`src/rtl/ntsc_timing_gen.sv`:
```
// NTSC 240p raster timing: pixel-rate divider, h/v counters and registered sync,
// burst, active-video and frame-start decode for the pattern generators and CVBS encoder.
module ntsc_timing_gen #(
    parameter int unsigned CLK_DIV   = 4,
    parameter int unsigned H_ACTIVE  = 640,
    parameter int unsigned H_FRONT   = 19,
    parameter int unsigned H_SYNC    = 59,
    parameter int unsigned H_BACK    = 76,
    parameter int unsigned BURST_OFS = 7,
    parameter int unsigned BURST_LEN = 31,
    parameter int unsigned V_ACTIVE  = 240,
    parameter int unsigned V_FRONT   = 3,
    parameter int unsigned V_SYNC    = 3,
    parameter int unsigned V_BACK    = 16
) (
    input  logic       clk,
    input  logic       rst_n,
    input  logic       en,
    output logic       pixel_tick,
    output logic [9:0] x,
    output logic [8:0] y,
    output logic       active_video,
    output logic       hsync_n,
    output logic       vsync_n,
    output logic       csync_n,
    output logic       burst,
    output logic       frame_start
);

    localparam int unsigned X_W          = 10;
    localparam int unsigned Y_W          = 9;
    localparam int unsigned DIV_W        = $clog2(CLK_DIV);
    localparam int unsigned H_TOTAL      = H_ACTIVE + H_FRONT + H_SYNC + H_BACK;
    localparam int unsigned V_TOTAL      = V_ACTIVE + V_FRONT + V_SYNC + V_BACK;
    localparam int unsigned H_SYNC_START = H_ACTIVE + H_FRONT;
    localparam int unsigned H_SYNC_END   = H_SYNC_START + H_SYNC;
    localparam int unsigned BURST_START  = H_SYNC_END + BURST_OFS;
    localparam int unsigned BURST_END    = BURST_START + BURST_LEN;
    localparam int unsigned V_SYNC_START = V_ACTIVE + V_FRONT;
    localparam int unsigned V_SYNC_END   = V_SYNC_START + V_SYNC;

    if (H_TOTAL > 1024) begin : g_bad_h_total
        $error("ntsc_timing_gen: H_TOTAL exceeds 10-bit x range");
    end
    if (V_TOTAL > 512) begin : g_bad_v_total
        $error("ntsc_timing_gen: V_TOTAL exceeds 9-bit y range");
    end
    if (CLK_DIV < 2) begin : g_bad_clk_div
        $error("ntsc_timing_gen: CLK_DIV must be at least 2");
    end

    // IDLE: raster parked at origin; the first tick enters (0,0) without advancing.
    typedef enum logic {
        ST_IDLE = 1'b0,
        ST_RUN  = 1'b1
    } state_e;

    state_e             state_q, state_d;
    logic [DIV_W-1:0]   div_cnt_q, div_cnt_d;
    logic [X_W-1:0]     h_cnt_q, h_cnt_d;
    logic [Y_W-1:0]     v_cnt_q, v_cnt_d;
    logic               pixel_tick_q, pixel_tick_d;
    logic               active_q, active_d;
    logic               hsync_n_q, hsync_n_d;
    logic               vsync_n_q, vsync_n_d;
    logic               csync_n_q, csync_n_d;
    logic               burst_q, burst_d;
    logic               frame_start_q, frame_start_d;
    logic               h_sync_c, v_sync_c;

    always_ff @(posedge clk or negedge rst_n) begin
        if (!rst_n) begin
            state_q       <= ST_IDLE;
            div_cnt_q     <= '0;
            h_cnt_q       <= '0;
            v_cnt_q       <= '0;
            pixel_tick_q  <= 1'b0;
            active_q      <= 1'b0;
            hsync_n_q     <= 1'b1;
            vsync_n_q     <= 1'b1;
            csync_n_q     <= 1'b1;
            burst_q       <= 1'b0;
            frame_start_q <= 1'b0;
        end else begin
            state_q       <= state_d;
            div_cnt_q     <= div_cnt_d;
            h_cnt_q       <= h_cnt_d;
            v_cnt_q       <= v_cnt_d;
            pixel_tick_q  <= pixel_tick_d;
            active_q      <= active_d;
            hsync_n_q     <= hsync_n_d;
            vsync_n_q     <= vsync_n_d;
            csync_n_q     <= csync_n_d;
            burst_q       <= burst_d;
            frame_start_q <= frame_start_d;
        end
    end

    // Outputs are decoded from the next counter values so they align with x/y.
    always_comb begin
        state_d       = state_q;
        div_cnt_d     = div_cnt_q;
        h_cnt_d       = h_cnt_q;
        v_cnt_d       = v_cnt_q;
        pixel_tick_d  = 1'b0;
        active_d      = active_q;
        hsync_n_d     = hsync_n_q;
        vsync_n_d     = vsync_n_q;
        csync_n_d     = csync_n_q;
        burst_d       = burst_q;
        frame_start_d = 1'b0;
        h_sync_c      = 1'b0;
        v_sync_c      = 1'b0;

        if (!en) begin
            state_d   = ST_IDLE;
            div_cnt_d = '0;
            h_cnt_d   = '0;
            v_cnt_d   = '0;
            active_d  = 1'b0;
            hsync_n_d = 1'b1;
            vsync_n_d = 1'b1;
            csync_n_d = 1'b1;
            burst_d   = 1'b0;
        end else begin
            if (div_cnt_q == DIV_W'(CLK_DIV - 1)) begin
                div_cnt_d = '0;
            end else begin
                div_cnt_d = div_cnt_q + DIV_W'(1);
            end
            pixel_tick_d = (div_cnt_d == DIV_W'(CLK_DIV - 1));

            if (pixel_tick_q) begin
                state_d = ST_RUN;
                if (state_q == ST_RUN) begin
                    if (h_cnt_q == X_W'(H_TOTAL - 1)) begin
                        h_cnt_d = '0;
                        if (v_cnt_q == Y_W'(V_TOTAL - 1)) begin
                            v_cnt_d = '0;
                        end else begin
                            v_cnt_d = v_cnt_q + Y_W'(1);
                        end
                    end else begin
                        h_cnt_d = h_cnt_q + X_W'(1);
                    end
                end

                h_sync_c      = (h_cnt_d >= X_W'(H_SYNC_START)) && (h_cnt_d < X_W'(H_SYNC_END));
                v_sync_c      = (v_cnt_d >= Y_W'(V_SYNC_START)) && (v_cnt_d < Y_W'(V_SYNC_END));
                active_d      = (h_cnt_d < X_W'(H_ACTIVE)) && (v_cnt_d < Y_W'(V_ACTIVE));
                hsync_n_d     = ~h_sync_c;
                vsync_n_d     = ~v_sync_c;
                csync_n_d     = ~(h_sync_c ^ v_sync_c);
                burst_d       = ~v_sync_c && (h_cnt_d >= X_W'(BURST_START))
                                && (h_cnt_d < X_W'(BURST_END));
                frame_start_d = (h_cnt_d == '0) && (v_cnt_d == '0);
            end
        end
    end

    assign pixel_tick   = pixel_tick_q;
    assign x            = h_cnt_q;
    assign y            = v_cnt_q;
    assign active_video = active_q;
    assign hsync_n      = hsync_n_q;
    assign vsync_n      = vsync_n_q;
    assign csync_n      = csync_n_q;
    assign burst        = burst_q;
    assign frame_start  = frame_start_q;

endmodule

```
`config.mk`:
```
export PLATFORM = sky130hd
export DESIGN_NAME = ntsc_timing_gen
export DESIGN_NICKNAME = d
export VERILOG_FILES = /design/src/rtl/ntsc_timing_gen.sv
export SDC_FILE = /design/constraint.sdc
export NUM_CORES = 1
export LEC_CHECK = 0
export ABC_AREA = 1
export BUFFER_PORTS_ARGS = -buffer_cell sky130_fd_sc_hd__buf_2
export CAP_MARGIN = 10
export CORE_ASPECT_RATIO = 1.2
export CORE_MARGIN = 2
export CORE_UTILIZATION = 30
export DETAILED_ROUTE_END_ITERATION = 8
export PLACE_DENSITY = 0.52
export SYNTH_ARGS = -nofsm -noshare
export SYNTH_HDL_FRONTEND = slang
export SYNTH_SLANG_ARGS = --single-unit
```
`constraint.sdc`:
```
create_clock -name clk -period 2 [get_ports clk]
set_input_delay 0.3 -clock clk [delete_from_list [all_inputs] [get_ports clk]]
set_output_delay 0.3 -clock clk [all_outputs]
set_load 0.005 [all_outputs]
```
Word level (Yosys, flattened, before mapping)
Index checks and enable logic that the tools add are counted.

Register bits after elaboration: 29. Output and inout bits: 26. Word-level logic and storage cells: 70.

$add $sub $neg: 3. $lt $le $gt $ge: 8. Equality and inequality tests: 5. Muxes and demuxes: 31. Bitwise operators: 4. Reductions and logical operators: 8.

Operators with widths (count): two-way mux 9 bit (7); two-way mux 10 bit (6); less-than comparator 10 bit (second input constant) (3); greater-or-equal comparator 10 bit (second input constant) (2); less-than comparator 9 x 8 -> 1 bit (second input constant) (2); two-way mux 1 bit (15); adder 10 x 1 -> 10 bit (second input constant) (1); equality test 10 bit (second input constant) (1); logical NOT 10 bit (1); adder 9 x 1 -> 9 bit (second input constant) (1); equality test 9 bit (second input constant) (1); greater-or-equal comparator 9 x 8 -> 1 bit (second input constant) (1); logical NOT 9 bit (1); logical AND 1 bit (6); two-way mux 2 bit (3); equality test 2 bit (second input constant) (2); NOT 1 bit (3); adder 2 x 1 -> 2 bit (second input constant) (1); != test 2 x 1 -> 1 bit (second input constant) (1); XOR 1 bit (1).

Longest topological paths before layout
Gate-level depths: netlist (run 1).

Depth after elaboration: 13. Gate-level depth with buffers: 15. Gate-level depth less buffers: 15.

Worst setup path after synthesis (run 1)
No wires, ideal clock.

Path kind: flip-flop to flip-flop. Start: reg h_cnt_q[1] (netlist: x[1]). End: reg csync_n_q (netlist: csync_n). Setup time: 78 ps. Data arrival time: 1810 ps. Path slack: 112 ps. Stages on the path, launching flop included: 16. Buffers on the path: 0. Clock period less this slack: 1888 ps. Cell sequence: dfrtp_1 > inv_1 > ha_1 > nand2_1 > nor2_2 > inv_1 > nor2_8 > nor3_4 > nor2_2 > nand2_1 > nand2_1 > nand2_2 > nor2_4 > nand2_1 > nand2_1 > a21oi_2.

Word-level cells in the longest chain between the ends: 11. Elaborated cells on any way between the ends: 20.

Ends and longest elaborated chain: start, declared (RTL line 60) `logic [X_W-1:0] h_cnt_q, h_cnt_d;`; start signal, assigned (RTL line 87) `h_cnt_q <= h_cnt_d;`; adder 10 x 1 -> 10 bit or equality test 10 bit (tied branches) (RTL line 144, 136); two-way mux 10 bit or two-way mux 9 bit (tied branches) (RTL line 136) `if (h_cnt_q == X_W'(H_TOTAL - 1)) begin`; two-way mux 10 bit or two-way mux 9 bit (tied branches) (RTL line 135) `if (state_q == ST_RUN) begin`; two-way mux 10 bit or two-way mux 9 bit (tied branches) (RTL line 133) `if (pixel_tick_q) begin`; two-way mux 10 bit or two-way mux 9 bit (tied branches) (RTL line 115) `if (!en) begin`; greater-or-equal comparator 10 bit (tied with other cells) (RTL line 148) `h_sync_c = (h_cnt_d >= X_W'(H_SYNC_START)) && (h_cnt_d < X_W'(H_SYNC_END));`; logical AND 1 bit, on equally long branches (RTL line 148, 149); XOR 1 bit (*) (RTL line 153) `csync_n_d = ~(h_sync_c ^ v_sync_c);`; NOT 1 bit (*) (RTL line 153); two-way mux 1 bit (*) (RTL line 133); two-way mux 1 bit (*) (RTL line 115); end signal, assigned (RTL line 93) `csync_n_q <= csync_n_d;`; end, declared (RTL line 66) `logic csync_n_q, csync_n_d;`.

Mark *: on every way between the ends. The rest lies on a longest branch, timed or not. The select of a mux whose other input is x is not followed. A chain may end at the register's enable or synchronous reset.

Worst setup path after layout (run 1)
Start: reg h_cnt_q[1] (netlist: x[1]). End: reg vsync_n_q (netlist: vsync_n).

Word-level cells in the longest chain between the ends: 10. Elaborated cells on any way between the ends: 11.

Ends and longest elaborated chain: equality test 10 bit (*) (RTL line 136); two-way mux 9 bit (*) (RTL line 136); two-way mux 9 bit (*) (RTL line 135); two-way mux 9 bit (*) (RTL line 133); two-way mux 9 bit (*) (RTL line 115); greater-or-equal comparator 9 x 8 -> 1 bit or less-than comparator 9 x 8 -> 1 bit (tied branches) (RTL line 149) `v_sync_c = (v_cnt_d >= Y_W'(V_SYNC_START)) && (v_cnt_d < Y_W'(V_SYNC_END));`; logical AND 1 bit (*) (RTL line 149); NOT 1 bit (*) (RTL line 152) `vsync_n_d = ~v_sync_c;`; two-way mux 1 bit (*) (RTL line 133); two-way mux 1 bit (*) (RTL line 115); end signal, assigned (RTL line 92) `vsync_n_q <= vsync_n_d;`; end, declared (RTL line 65) `logic vsync_n_q, vsync_n_d;`.

Marked as above.

==> impl_metrics.csv, run 1 <==
group,metric,value,unit
cts,cts.sinks,29,
timing,worst_slew_pin_slew,0.701,ns
worst_hold_path,min_path_type,"in -> async",
cts,cts_buffers,5,
power,vdd_drop_max,0.361,mV
grt,grtUsageTotal,16.0,%
route,wl_per_cell,14.1,µm
timing,hold_viol,0,
worst_setup_path,worst_ep_arrival_time,2.16,ns
cts,cts_tree,"done",
cts,clockRootBuffer,"clkbuf_8",
timing,rsz0062_at_grt,"true",
floorplanning,initial_utilization,31.2,%
cells_and_area,final_common_cell,"nand2_1",
worst_setup_path,crit_start,"x[1]$_DFFE_PN0P_",
timing,fmax,517,MHz
route,avgViaCountPerCell,4.91,
cells_and_area,syn_to_final_growth,30.8,%
floorplanning,rows,33,
floorplanning,die_height,96.8,µm
synthesis,synth_area_leaders,"dfrtp_1 30%, nand2_1 13%, inv_1 7.7%",
placed_design,placedCellCount,422,
synthesis,synth.top_cell.area_share,30.2,%
timing,post-route-period-util,96.7,%
synthesis,yosysTopAreaCell,"dfrtp_1",
floorplanning,dieArea,7870,µm²
placed_design,gp_congestion,0.913,
worst_setup_path,ff2ff_path_depth,14,
grt,antenna_found_initial,0,
power,p_clk_share,51.7,%
timing,period_minus_slack,1.93,ns
route,drt_iter0_markers,130,
cells_and_area,drive_gt1_share,37.1,%
timing,fin_setup_tns,0,ns
placed_design,io_buffers,28,
worst_setup_path,endpoint_kind,"flop",
cells_and_area,final_area,2820,µm²
worst_setup_path,start_kind,"flop",
synthesis,avgSynthCellArea,7.32,µm²
synthesis,syn-num-nets,303,
worst_setup_path,r2r-start,"x[1]$_DFFE_PN0P_",
run_status,status,"complete, no violations",
cts,cts.reportedPaths.clkPinSlew,0.07,ns
worst_setup_path,reg2reg_slack,0.07,ns
cells_and_area,nets,358,
cts,cts-htree-levels,2,
synthesis,ys.warnings.count,0,
floorplanning,die-width,81.3,µm
synthesis,synth_seq_area_share,33.9,%
worst_setup_path,crit_fanout,4,
synthesis,synth_edf_count,0,
synthesis,synthesis.area,2150,µm²
placed_design,dp_hpwl,4.68,mm
power,p_sw_share,23.4,%
synthesis,synthCells,294,
cts,clock_latency,0.29,ns
grt,grt_max_degree,30,
floorplanning,core_region_area,6900,µm²
timing,drv_slew,0,
worst_setup_path,worstSetupPathType,"reg -> reg",
synthesis,synthDistinctLibCells,33,
route,ant_nets,0,
cts,clockBufferDepth,2,
power,leakagePower,1.34,nW
synthesis,async_reset_ff_share,100,%
cells_and_area,stdcell_count,437,
route,vias,2146,
run,cap_violations,0,
cts,cts.hold.buffers_added,0,
placed_design,place_area,2510,µm²
power,pwr-share-seq,41.5,%
grt,grt_pass1_vias,2081,
timing,fin_worst_skew,0.00656,ns
floorplanning,io_pins,29,
route,drt_wl_total,6.16,mm
timing,slew_headroom,53.2,%
timing,finalSetupViolCount,0,
worst_setup_path,r2r_end,"vsync_n$_DFFE_PN1P_",
route,firstDrtPassIters,4,
cells_and_area,utilization,40.8,%
grt,grt_pass1_wl,9.78,mm
route,route.detailed.drc,0,
power,cellPowerDensity,521,nW/µm²
cells_and_area,antenna_cells,0,
grt,grt_overflow,0,
synthesis,yosys_register_bits,29,
synthesis,synth-main-ff-cell,"dfrtp_1",
power,internal_power,1.12,mW
worst_setup_path,required,2.23,ns
power,total_power,1.47,mW
power,pwr-share-comb,6.8,%
cells_and_area,layout_common_cells,"68 x nand2_1, 43 x inv_1, 28 x buf_2, 24 x dfrtp_1, 23 x buf_4",
power,switching_power,343,µW
## registers in the layout, indices dropped and copies added (netlist names)
name and count:
x 10, y 9, div_cnt_q 2, active_video 1
burst 1, csync_n 1, frame_start 1, hsync_n 1
pixel_tick 1, state_q 1, vsync_n 1
## power by group through the flow
stage | Clock (mW) | Sequential (mW) | Combinational (mW)
after global placement | 0 | 0.619 | 0.0983
final | 0.758 | 0.609 | 0.0996
after floorplan | 0 | 0.617 | 0.0575
after detailed placement | 0 | 0.619 | 0.0971
after CTS | 0.767 | 0.608 | 0.0974
after global routing | 0.797 | 0.610 | 0.114
## critical path: stages, from the launching register on
cell and delay (ns):
dfrtp_1 0.39, inv_2 0.08, ha_4 0.13, nand2_2 0.07, nor2_4 0.16, nand3_4 0.12, buf_6 0.16, nor2_4 0.12
nand3_2 0.07, nand2_2 0.08, nand3_2 0.08, nor2_4 0.16, nand3_1 0.11, o21ai_1 0.09, inv_1 0.05
## final cells by class
type                       count  area [µm²]
sequential                    29         732
clock inverter                 3        65.1
tap                           87         109
fill                         707        4080
timing repair buffer          53         335
clock buffer                   5        68.8
multi-input combinational    212        1330
inverter                      48         180
## cell families (layout without fill, tap and decap cells)
kind of cell,Yosys count,after routing,share of synthesized area [%]
XOR/XNOR,2,2,0.814
buffers and inverters,53,109,9.77
AND/OR/NAND/NOR,162,162,39.8
flip-flops,29,29,33.9
adder cells (fa/ha/maj),6,6,3.49
AO/OA/AOI/OAI,42,42,12.3
## per-layer routing
layer	track usage [%]	part of all wire (%)
met3	2.52	3.6
met2	27.0	51
met4	6.39	2.3
met5	0	0
met1	19.8	43
## cell usage after synthesis (4+ instances only)
master	instances
nand2_1	77
nor2_4	8
nand4_1	9
ha_1	6
nor3_1	4
o22ai_1	15
inv_1	44
nand3_1	15
o21ai_0	8
o21ai_1	7
inv_2	4
nor2_1	23
nand2_2	7
nand3_2	6
dfrtp_1	26
nor2_2	5
## worst max path at each step
| stage | to | slack (ns) | cells past startpoint |
|---|---|---|---|
| 6_report | vsync_n$_DFFE_PN1P_ | 0.07 | 14 |
| 5_1_grt | csync_n$_DFFE_PN1P_ | -0.07 | 15 |
| 4_1_cts | vsync_n$_DFFE_PN1P_ | 0.02 | 13 |
| 3_5_place_dp | vsync_n$_DFFE_PN1P_ | 0.03 | 13 |
| 3_3_place_gp | active_video$_DFFE_PN0P_ | 0.01 | 12 |
| 2_1_floorplan | csync_n$_DFFE_PN1P_ | 0.11 | 15 |
## repair_timing
action                                  in CTS  in global routing
buffers inserted                             0                  7
endpoints found under the setup margin       0                  7
gates resized for setup                      0                 35
## through the flow
step | setup slack [ns] | hold slack, ns
floorplan | 0.112 | 0.00441
global placement | 0.0101 | 0.386
detailed placement | 0.0265 | 0.390
CTS | 0.0190 | 0.0807
global route | -0.0678 | 0.104
finish | 0.0663 | 0.0461
No activity file was read; power rests on OpenSTA's default activity.
==> inputs of run 2 (changes only) <==
--- a/config.mk
+++ b/config.mk
@@ -12,7 +12,7 @@
 export CORE_MARGIN = 2
 export CORE_UTILIZATION = 30
 export DETAILED_ROUTE_END_ITERATION = 8
-export PLACE_DENSITY = 0.52
+export PLACE_DENSITY = 0.54
 export SYNTH_ARGS = -nofsm -noshare
 export SYNTH_HDL_FRONTEND = slang
 export SYNTH_SLANG_ARGS = --single-unit
==> constraint.sdc (replaced) <==
create_clock -name clk -period 1.6 [get_ports clk]
set_input_delay 0.24 -clock clk [delete_from_list [all_inputs] [get_ports clk]]
set_output_delay 0.24 -clock clk [all_outputs]
set_load 0.005 [all_outputs]
==> run 2 against run 1 <==
Compared with the run above:
- sequential power is 25% higher
- critical path depth is 3 lower
- design area is 29% higher
- die area stayed put
- setup slack worse by 0.43 ns
- sequential share of layout area is 5.8 points lower
- the flow now finishes with violations (negative setup slack)
- critical endpoint is now burst$_DFFE_PN0P_
- non-clock buffer count is 73 higher
- via count is 14% higher
- routed wire length is 16% higher
- power is 27% higher
- hold slack better by 0.16 ns
==> impl_metrics.csv, run 2 (synthesized netlist as in run 1, its figures left out) <==
group,metric,value,unit
run_status,status,"finished, violations left",
run_status,violations,"negative setup slack",
placed_design,gp_congestion,0.916,
grt,grt_pass1_vias,2440,
floorplanning,rows,33,
worst_setup_path,crit_family,"simple AND/OR/NAND/NOR gates",
placed_design,dp_hpwl,5.10,mm
floorplanning,core_region_area,6900,µm²
grt,antenna_found_initial,0,
cts,cts-htree-levels,2,
timing,post-route-period-util,123,%
timing,rsz0062_at_grt,"true",
cells_and_area,final_common_cell,"buf_4",
placed_design,place_area,3000,µm²
timing,drv_slew,0,
timing,fmax,510,MHz
grt,grt_max_degree,21,
cts,clockRootBuffer,"clkbuf_8",
grt,grt_overflow,0,
worst_setup_path,crit_fanout,4,
power,cellPowerDensity,516,nW/µm²
power,leakagePower,1.77,nW
route,firstDrtPassIters,4,
power,vdd_drop_max,0.469,mV
worst_setup_path,worst_ep_arrival_time,2.18,ns
run,cap_violations,0,
route,route.detailed.drc,0,
timing,period_minus_slack,1.96,ns
timing,worst_slew_pin_slew,0.404,ns
placed_design,io_buffers,28,
cts,cts.sinks,29,
grt,grt_pass1_wl,11.5,mm
cts,clockBufferDepth,2,
worst_setup_path,reg2reg_slack,-0.36,ns
floorplanning,initial_utilization,31.2,%
route,vias,2436,
route,avgViaCountPerCell,4.77,
timing,slew_headroom,73.0,%
worst_hold_path,min_path_type,"in -> reg",
cells_and_area,layout_common_cells,"87 x buf_4, 57 x nand2_1, 38 x inv_1, 28 x buf_2, 25 x nand2_2",
worst_setup_path,crit_path_top_delay_cell,"dfrtp_2",
cells_and_area,antenna_cells,0,
cells_and_area,fillers,642,
timing,worst_slack,-0.363,ns
worst_setup_path,endpoint_kind,"flop",
floorplanning,die_height,96.8,µm
cts,cts_buffers,5,
cells_and_area,largest_reg_flops,10,
route,ant_nets,0,
cts,cts_tree,"done",
cells_and_area,nets,432,
floorplanning,io_pins,29,
grt,grtUsageTotal,18.9,%
power,total_power,1.87,mW
route,wl_per_cell,14.0,µm
worst_setup_path,path_cells,"buf_4, buf_6, ha_4, nand2_4, nor2_4, nand3_4, o211ai_4, nand3b_4, nor2_1, nand4_1, nand2_1",
worst_setup_path,required,1.82,ns
cells_and_area,drive_gt1_share,57.5,%
cells_and_area,final_area,3620,µm²
route,drt_wl_total,7.17,mm
worst_setup_path,path_buf_inv,2,
worst_setup_path,start_kind,"flop",
worst_setup_path,worstSetupPathType,"reg -> reg",
cts,clock_latency,0.28,ns
timing,fin_setup_tns,-3.11,ns
timing,fin_worst_skew,0.00561,ns
route,drt_iter0_markers,112,
floorplanning,dieArea,7870,µm²
floorplanning,die-width,81.3,µm
timing,finalSetupViolCount,17,
cts,cts.reportedPaths.clkPinSlew,0.07,ns
timing,hold_viol,0,
worst_setup_path,slowest_delay,0.36,ns
cells_and_area,syn_to_final_growth,68.3,%
-- run 2: cell types whose count changed in the layout (fill, tap and decap cells not counted), sizes merged --
| cell | previous run | this run |
|---|---|---|
| buf | 53 | 125 |
| dlygate4sd3 | 0 | 1 |
| nand3 | 23 | 24 |
-- run 2: cell type report --
| cell class | instances | area (µm²) | area share [%] |
|---|---|---|---|
| Clock buffer | 5 | 68.8 | 1.90 |
| Clock inverter | 3 | 65.1 | 1.80 |
| Inverter | 48 | 183 | 5.04 |
| Multi-Input combinational cell | 213 | 1530 | 42.3 |
| Sequential cell | 29 | 732 | 20.2 |
| Tap cell | 87 | 109 | 3.01 |
| Timing Repair Buffer | 126 | 933 | 25.8 |
-- run 2: metrics by stage --
step	setup slack (ns)	hold WS, ns	std cells	util, %
3_5_place_dp	-0.429	0.191	480	43.5
3_3_place_gp	-0.392	0.182	480	43.5
2_1_floorplan	-0.198	-0.0556	294	-
4_1_cts	-0.349	0.190	500	49.0
6_report	-0.363	0.202	511	52.5
5_1_grt	-0.517	0.240	511	52.5
-- run 2: layer usage --
layer / up-vias / routed length, µm / track usage [%]
met5: - / 0 / 0
met4: 0 / 222 / 7.17
met1: 1149 / 3080 / 23.9
met2: 54 / 3670 / 30.9
li1: 1214 / - / -
met3: 19 / 195 / 4.01
-- run 2: timing repair --
item	in CTS	in global routing
hold buffers	1	0
setup buffers	10	12
endpoints found under the setup margin	15	20
resized for setup	37	42
pin swaps	21	38
cloned	1	0
endpoints found under the hold margin	13	0
-- run 2: final timing paths --
path,from,end,cells past startpoint
setup reg to reg,x[1]$_DFFE_PN0P_,burst$_DFFE_PN0P_,11
hold reg to reg,div_cnt_q[0]$_DFF_PN0_,div_cnt_q[0]$_DFF_PN0_,1
setup / recovery,x[1]$_DFFE_PN0P_,burst$_DFFE_PN0P_,11
hold / removal,en,pixel_tick$_DFF_PN0_,3
min in group asynchronous,rst_n,y[2]$_DFFE_PN0P_,2
max in group asynchronous,rst_n,y[6]$_DFFE_PN0P_,3
-- run 2: worst min-delay path: cells and delay by family --
kind / cells / cell delay [ns]
AND/OR/NAND/NOR: 1 / 0.05
buffers and inverters: 2 / 0.16
-- run 2: power by group --
part	total [mW]	switching (mW)	internal, mW
Sequential	0.762	0.0144	0.748
Clock	0.933	0.314	0.619
Combinational	0.173	0.104	0.0694
Total	1.87	0.432	1.44
==> inputs of run 3 (changes only) <==
--- a/config.mk
+++ b/config.mk
@@ -12,7 +12,7 @@
 export CORE_MARGIN = 2
 export CORE_UTILIZATION = 30
 export DETAILED_ROUTE_END_ITERATION = 8
-export PLACE_DENSITY = 0.54
+export PLACE_DENSITY = 0.55
 export SYNTH_ARGS = -nofsm -noshare
 export SYNTH_HDL_FRONTEND = slang
 export SYNTH_SLANG_ARGS = --single-unit
==> run 3 against run 2 <==
Compared with the run above:
- the flow still finishes with violations (negative setup slack)
- sequential cell count unchanged
- clock power down 34%
- global-route usage is 0.21 points lower
- sequential share of layout area is 0.66 points higher
- critical path depth rose by 2
- sequential power is essentially flat
- clock skew rose by 0.0027 ns
- fmax rose by 1.6%
- non-clock buffer count fell by 7
- via count shrank 0.57%
- register-to-register slack improved by 0.03 ns
- routed wire length decreased by 0.99%
- largest cell class unchanged
- largest power group is now registers
==> impl_metrics.csv, run 3 (synthesized netlist as in run 1, its figures left out) <==
group,metric,value,unit
run_status,status,"finished, violations left",
run_status,violations,"negative setup slack",
grt,antenna_found_initial,0,
cts,cts.reportedPaths.clkPinSlew,0.07,ns
placed_design,place_ws,-0.382,ns
power,pwr-share-comb,11.1,%
timing,worst_slew_pin_slew,0.391,ns
route,drt_iter0_markers,99,
floorplanning,rows,33,
timing,slew_headroom,73.9,%
route,firstDrtPassIters,4,
power,pwr-share-seq,49.3,%
cells_and_area,nets,425,
timing,drv_slew,0,
worst_hold_path,min_path_type,"in -> reg",
cts,clock_latency,0.29,ns
power,p_clk_share,39.6,%
route,avgViaCountPerCell,4.81,
route,dr.max_layer_used,"met4",
cells_and_area,antenna_cells,0,
power,vdd_drop_max,0.500,mV
grt,grtUsageTotal,18.7,%
timing,period_minus_slack,1.93,ns
placed_design,dp_hpwl,5.08,mm
cells_and_area,drive_gt1_share,56.4,%
timing,fmax,518,MHz
grt,grt_pass1_wl,11.5,mm
floorplanning,die-width,81.3,µm
worst_setup_path,endpoint_kind,"flop",
floorplanning,dieArea,7870,µm²
cells_and_area,syn_to_final_growth,64.1,%
placed_design,io_buffers,28,
timing,hold_viol,0,
grt,grt_overflow,0,
route,vias,2422,
grt,grt_pass1_vias,2459,
floorplanning,die_height,96.8,µm
route,met1_length,3.02,mm
route,ant_nets,0,
power,switching_power,436,µW
cts,clockRootBuffer,"clkbuf_8",
timing,rsz0062_at_grt,"true",
worst_setup_path,start_kind,"flop",
route,routed-wl-met2,3.67,mm
timing,worst_slack,-0.332,ns
placed_design,gp_congestion,0.879,
cells_and_area,utilization,51.2,%
run,cap_violations,0,
floorplanning,core_region_area,6900,µm²
placed_design,placedCellCount,480,
floorplanning,io_pins,29,
cts,cts_buffers,5,
worst_setup_path,required,1.77,ns
timing,finalSetupViolCount,15,
worst_setup_path,worstSetupPathType,"reg -> reg",
power,p_sw_share,28.1,%
cells_and_area,layout_common_cells,"81 x buf_4, 60 x nand2_1, 38 x inv_1, 28 x buf_2, 21 x nand2_2",
route,wl_per_cell,14.1,µm
worst_setup_path,worst_ep_arrival_time,2.10,ns
cells_and_area,stdcell_count,504,
power,cellPowerDensity,439,nW/µm²
grt,grt_max_degree,21,
cells_and_area,final_common_cell,"buf_4",
cts,cts-htree-levels,2,
power,internal_power,1.12,mW
timing,fin_worst_skew,0.00835,ns
cells_and_area,largest_reg_flops,10,
route,route.detailed.drc,0,
route,drt_wl_total,7.10,mm
timing,fin_setup_tns,-2.43,ns
power,leakagePower,1.71,nW
floorplanning,initial_utilization,31.2,%
power,total_power,1.55,mW
cts,clockBufferDepth,2,
route,wl_met3,230,µm
worst_setup_path,crit_fanout,5,
timing,post-route-period-util,121,%
cts,cts_tree,"done",
cts,cts.sinks,29,
-- run 3: changes by cell type in the layout (fill, tap and decap cells not counted), sizes merged --
cell / change
buf: -7
bufinv: -2
clkinvlp: +1
clkinv: +1
-- run 3: final timing paths --
path	from	to	slack (ns)	depth (start not counted)
hold / removal	en	pixel_tick$_DFF_PN0_	0.19	3
max in group asynchronous	rst_n	x[4]$_DFFE_PN0P_	0.64	3
setup / recovery	x[1]$_DFFE_PN0P_	burst$_DFFE_PN0P_	-0.33	13
min in group asynchronous	rst_n	active_video$_DFFE_PN0P_	0.41	2
setup reg to reg	x[1]$_DFFE_PN0P_	burst$_DFFE_PN0P_	-0.33	13
hold reg to reg	burst$_DFFE_PN0P_	burst$_DFFE_PN0P_	0.48	2
-- run 3: worst max-delay path, cell delays in order (launching register included) --
cell	delay (ns)
dfrtp_2	0.42
inv_2	0.08
ha_4	0.14
nand2_4	0.05
nor2_4	0.14
nand3_4	0.15
nor2_4	0.17
nand3_2	0.08
nand2_2	0.08
nand3_2	0.09
nor2_4	0.20
nand2_1	0.08
nand4_1	0.08
nand2_1	0.06
-- run 3: routing by layer --
layer / up-vias / track usage (%)
li1: 1198 / -
met1: 1151 / 24.3
met2: 59 / 30.9
met3: 14 / 2.43
met4: 0 / 6.91
met5: - / 0
-- run 3: cell type report --
class | instances | area, µm²
Tap cell | 87 | 109
Inverter | 48 | 183
Sequential cell | 29 | 737
Fill cell | 669 | 3360
Timing Repair Buffer | 119 | 877
Clock buffer | 5 | 68.8
Multi-Input combinational cell | 213 | 1540
Clock inverter | 3 | 17.5
-- run 3: timing repair --
| item | 4_1_cts | 5_1_grt |
|---|---|---|
| pin swaps | 18 | 20 |
| setup endpoints to repair | 16 | 20 |
| buffers inserted | 10 | 10 |
| endpoints found under the hold margin | 13 | 0 |
| hold buffers | 1 | 0 |
| gates cloned | 1 | 0 |
| resized for setup | 44 | 39 |
-- run 3: power groups by stage --
stage                     logic (mW)  clock network [mW]  registers [mW]
after floorplan               0.0730                   0           0.772
after global placement         0.154                   0           0.774
after detailed placement       0.153                   0           0.775
after CTS                      0.165               0.637           0.762
after global routing           0.193               0.675           0.766
final                          0.172               0.614           0.765
-- run 3: per-stage QoR --
step | hold slack [ns] | area [µm²]
global route | 0.200 | 3530
CTS | 0.185 | 3350
finish | 0.190 | 3530
floorplan | -0.0556 | 2190
detailed placement | 0.187 | 3000
global placement | 0.181 | 3000
